==> src/rtl/shift_reg_pkg.sv <==
// Shared mode encodings and helpers for the universal shift register.
package shift_reg_pkg;

  typedef enum logic [2:0] {
    MODE_HOLD     = 3'b000,
    MODE_SHR      = 3'b001,
    MODE_SHL      = 3'b010,
    MODE_ROR      = 3'b011,
    MODE_ROL      = 3'b100,
    MODE_LOAD     = 3'b101,
    MODE_CLEAR    = 3'b110,
    MODE_RESERVED = 3'b111
  } mode_e;

  function automatic logic is_shift(input mode_e m);
    return (m == MODE_SHR) || (m == MODE_SHL) || (m == MODE_ROR) || (m == MODE_ROL);
  endfunction

  function automatic logic is_restart(input mode_e m);
    return (m == MODE_LOAD) || (m == MODE_CLEAR);
  endfunction

endpackage

==> src/rtl/shift_bit_counter.sv <==
// Counts shift/rotate operations modulo WIDTH and emits a registered
// one-cycle Frame_Done pulse on the edge where the count wraps.
module shift_bit_counter #(
  parameter int WIDTH = 4,
  parameter int CW    = (WIDTH > 1) ? $clog2(WIDTH) : 1
) (
  input  logic          CLK,
  input  logic          RST,
  input  logic          step,
  input  logic          restart,
  output logic [CW-1:0] Bit_Count,
  output logic          Frame_Done
);

  localparam logic [CW-1:0] LAST = CW'(WIDTH - 1);

  logic [CW-1:0] cnt_q, cnt_d;
  logic          done_q, done_d;

  // Restart wins over step; any idle edge clears the pulse.
  always_comb begin
    cnt_d  = cnt_q;
    done_d = 1'b0;
    if (restart) begin
      cnt_d = '0;
    end else if (step) begin
      if (cnt_q == LAST) begin
        cnt_d  = '0;
        done_d = 1'b1;
      end else begin
        cnt_d = cnt_q + 1'b1;
      end
    end
  end

  always_ff @(posedge CLK or posedge RST) begin
    if (RST) begin
      cnt_q  <= '0;
      done_q <= 1'b0;
    end else begin
      cnt_q  <= cnt_d;
      done_q <= done_d;
    end
  end

  assign Bit_Count  = cnt_q;
  assign Frame_Done = done_q;

endmodule

==> src/rtl/shift_register_universal.sv <==
// Universal shift register: hold, shift/rotate both ways, parallel load and
// clear, with a frame counter tracking shift operations.
module shift_register_universal
  import shift_reg_pkg::*;
#(
  parameter int               WIDTH       = 4,
  parameter logic [WIDTH-1:0] RESET_VALUE = '0
) (
  input  logic                     CLK,
  input  logic                     RST,
  input  logic                     Enable,
  input  logic [2:0]               Mode,
  input  logic                     Serial_IN,
  input  logic [WIDTH-1:0]         Parallel_IN,
  output logic                     Serial_OUT_R,
  output logic                     Serial_OUT_L,
  output logic [WIDTH-1:0]         q,
  output logic [$clog2(WIDTH)-1:0] Bit_Count,
  output logic                     Frame_Done
);

  mode_e            mode;
  logic [WIDTH-1:0] q_q, q_d;

  assign mode = mode_e'(Mode);

  always_comb begin
    q_d = q_q;
    if (Enable) begin
      unique case (mode)
        MODE_SHR:   q_d = {Serial_IN, q_q[WIDTH-1:1]};
        MODE_SHL:   q_d = {q_q[WIDTH-2:0], Serial_IN};
        MODE_ROR:   q_d = {q_q[0], q_q[WIDTH-1:1]};
        MODE_ROL:   q_d = {q_q[WIDTH-2:0], q_q[WIDTH-1]};
        MODE_LOAD:  q_d = Parallel_IN;
        MODE_CLEAR: q_d = '0;
        default:    q_d = q_q;
      endcase
    end
  end

  always_ff @(posedge CLK or posedge RST) begin
    if (RST) q_q <= RESET_VALUE;
    else     q_q <= q_d;
  end

  shift_bit_counter #(
    .WIDTH (WIDTH),
    .CW    ($clog2(WIDTH))
  ) u_counter (
    .CLK        (CLK),
    .RST        (RST),
    .step       (Enable && is_shift(mode)),
    .restart    (Enable && is_restart(mode)),
    .Bit_Count  (Bit_Count),
    .Frame_Done (Frame_Done)
  );

  assign q            = q_q;
  assign Serial_OUT_R = q_q[0];
  assign Serial_OUT_L = q_q[WIDTH-1];

endmodule

==> config.mk <==
export PLATFORM = sky130hd
export DESIGN_NAME = shift_register_universal
export DESIGN_NICKNAME = d
export VERILOG_FILES = /design/src/rtl/shift_reg_pkg.sv /design/src/rtl/shift_bit_counter.sv /design/src/rtl/shift_register_universal.sv
export SDC_FILE = /design/constraint.sdc
export NUM_CORES = 1
export LEC_CHECK = 0
export CELL_PAD_IN_SITES_DETAIL_PLACEMENT = 1
export CELL_PAD_IN_SITES_GLOBAL_PLACEMENT = 2
export CORE_ASPECT_RATIO = 0.6
export CORE_UTILIZATION = 25
export DETAILED_ROUTE_END_ITERATION = 8
export PLACE_DENSITY_LB_ADDON = 0.2
export SYNTH_ARGS = -nofsm -noshare
export SYNTH_HDL_FRONTEND = slang
export SYNTH_SLANG_ARGS = --single-unit
==> constraint.sdc <==
create_clock -name CLK -period 1.8 [get_ports CLK]
set_clock_uncertainty 0.2 [all_clocks]
set_input_delay 0.18 -clock CLK [delete_from_list [all_inputs] [get_ports CLK]]
set_output_delay 0.18 -clock CLK [all_outputs]
set_load 0.05 [all_outputs]
==> summary.txt <==
Run status
  – Status: finished with violations
  – Failing checks: hold timing

STA
  – Final Max Slew Viols: 0
  – Worst relative slew slack: 81.12%
  – Fmax: 619.6 MHz
  – Worst Hold Slack: -0.0005963 ns
  – Crit share post-route: 89.66%
  – Final hold violation count: 3
  – Tightest Pin Transition: 0.2829 ns
  – RSZ-0062 raised after global routing: no
  – Final setup viols: 0
  – Min Tclk post-route: 1.614 ns

Cells and area
  – Final-stage net count: 104
  – ANT cells: 0
  – Area Growth Syn to Fin: 46.23%
  – Fillers: 266
  – Final core utilization: 39.54%
  – Share of layout cells above drive strength 1: 32.97%

CTS
  – Clock latency on the worst-skew pair: 0.23 ns
  – # resized after CTS: 0
  – CTS HTree Levels: 1
  – Clock Pin Slew Worst Setup and Hold Paths: 0.04 ns
  – Hold buffer count at cts: 0
  – Root Driver: clkbuf_8
  – CTS tree: built
  – Worst-case clock buffer depth: 2
  – Clock Sinks: 7
  – Post-CTS Setup Bufs: 0
  – Total CTS buffers: 3

Placed design
  – Hpwl dp: 1297 um
  – IO buf count: 19
  – Routability Congestion: 0.7914

Synthesis
  – Synth Instances: 65
  – Top-count cell post-synth: dfrtp_1
  – Seq/Total Area, Yosys: 29.29%
  – Ys Warns: 0
  – Area contributors post-synth: dfrtp_1, buf_4, a221o_1, mux2i_1, nand2_1
  – Syn Std Cell Area: 598.1 um2
  – Primary FF master, synth: dfrtp_1
  – Netlist cell types: 35
  – Seq cells post-synth: 7
  – Avg Synthesized Cell Area: 9.201 um2
  – Post-synth EDFFs: 0
  – Top post-synthesis cells by count: dfrtp_1, nand2_1, buf_4, inv_1, nor2_1
  – Syn_nets: 77
  – Largest area contributor in the netlist: dfrtp_1
  – Yosys top cell area share: 29.29%
  – Async S/R FF share, synth: 100.0%

Floorplan
  – Row count: 13
  – Initial Util: 27.04%
  – Die height: 39.89 um
  – Ports: 20
  – CORE AREA: 0.002212 mm2
  – Die area: 0.002598 mm2
  – Die Span X: 65.15 um

Drt
  – Detailed Route Iter0 Violations: 18
  – Routed WL per cell: 13.54 um
  – Initial DRT Pass Iterations: 4
  – Via count: 591
  – ANT nets after route: 0
  – DR WL met2: 648 um
  – Drt drc: 0
  – Met3 Routed Length: 82 um
  – Final wirelength: 1638 um
  – Max layer used: met3
  – Via/cell ratio: 4.884
  – Routed length on met1: 907 um

Worst setup path
  – Slowest stage delay, CP: 0.54 ns
  – CP top delay family: simple AND/OR/NAND/NOR gates
  – CP arrival: 1.53 ns
  – Crit-path slowest cell: clkdlybuf4s50_1
  – Crit Path Max Fanout: 8
  – Worst EP required: 1.72 ns
  – CP bufs+invs: 1
  – CP Class: primary input to flip-flop
  – CP Cell Sequence: clkdlybuf4s50_1 -> or3_4 -> nand3_4 -> a221oi_2 -> a21o_1
  – Worst setup SP type: primary input
  – Kind of end point of the critical path: flip-flop

Power and ir drop
  – Pwr dens: 1050 mW/mm2
  – Post-route total power: 918.5 uW
  – Max IR drop VDD: 240.7 uV
  – Leakage: 0.3915 nW

Worst hold path
  – Hold WC Path Type: primary input to async pin

GRT
  – Global Route Usage Sum: 14.32%
  – Vias in the first global route: 545
  – First-pass GRT wire length: 2628 um
  – Initial antenna violation count: 0
  – Pin count of the biggest net entering global routing: 18
  – Total global routing overflow: 0

Job
  – Max-cap violations: 0
-- state kept, by name, summed over array words and instances (netlist names) --
signal / count
q: 4
u_counter.Bit_Count: 2
u_counter.Frame_Done: 1
-- layer usage --
layer  vias up  global-route usage (%)
met5         -                       0
met4         0                   4.891
met3         0                   2.616
met2        17                   20.05
met1       281                   21.32
li1        293                       -
-- final cells by class --
cell class	instances	area [um2]	share of cell area (%)
repair buffers	29	255.2	29.18
flip-flops and latches	7	175.2	20.03
inverters	4	15.01	1.717
clock buffers	4	45.04	5.150
well taps	30	37.54	4.292
multi-input cells	47	346.6	39.63
-- worst register-to-register path: cells and delay by family (launching register included) --
kind / cells / cell delay (ns)
flops: 1 / 0.41
fa+ha+maj: 1 / 0.29
compound gates: 2 / 0.37
simple gates: 1 / 0.09
-- per-stage QoR --
| step | instance area (um2) | std cells | worst slack (ns) | TNS [ns] |
|---|---|---|---|---|
| after floorplan | 598.1 | 65 | 0.04971 | 0 |
| after detailed placement | 829.5 | 117 | -0.05532 | -0.1127 |
| final | 874.6 | 121 | 0.1861 | 0 |
| after global routing | 874.6 | 121 | 0.09254 | 0 |
| after CTS | 874.6 | 121 | 0.1785 | 0 |
| after global placement | 829.5 | 117 | -0.06535 | -0.1056 |
-- kinds of logic after synthesis --
kind of cell	count (synthesis)	share of synthesized area, %
buf+inv	11	12.76
fa+ha+maj	2	3.765
flops	7	29.29
mux	3	5.230
simple gates	21	21.97
compound gates	21	26.99
-- path summary, 6_finish.rpt --
check | startpoint | to | slack (ns) | cells after the start
min in group CLK | u_counter.Bit_Count[1] | u_counter.Bit_Count[1] | 0.40 | 1
setup / recovery | Mode[1] | q[1] | 0.19 | 5
setup reg to reg | u_counter.Bit_Count[1] | u_counter.Bit_Count[1] | 0.32 | 4
hold / removal | RST | q[1] | -0.0006 | 2
max in group asynchronous | RST | u_counter.Bit_Count[1] | 1.18 | 2
hold reg to reg | u_counter.Bit_Count[1] | u_counter.Bit_Count[1] | 0.40 | 1
-- layout by cell type, fill, tap and decap left out, types with 2 or more instances in the layout --
cell type / n
inv_1: 4
clkdlybuf4s50_1: 10
buf_4: 18
nand2b_1: 3
nor2_1: 4
a211oi_1: 2
mux2i_1: 2
dfrtp_1: 7
nand2_1: 5
a221o_1: 2
o21ai_0: 3
a21oi_1: 3
clkbuf_8: 3
nand3_1: 3
-- power by group --
part / internal, mW / switching [mW] / leakage [nW]
Sequential: 0.195 / 0.0476 / 0.0878
Combinational: 0.175 / 0.278 / 0.281
Clock: 0.153 / 0.0691 / 0.0228
Total: 0.524 / 0.395 / 0.391
Note: power is estimated with default switching activity, not from simulation.
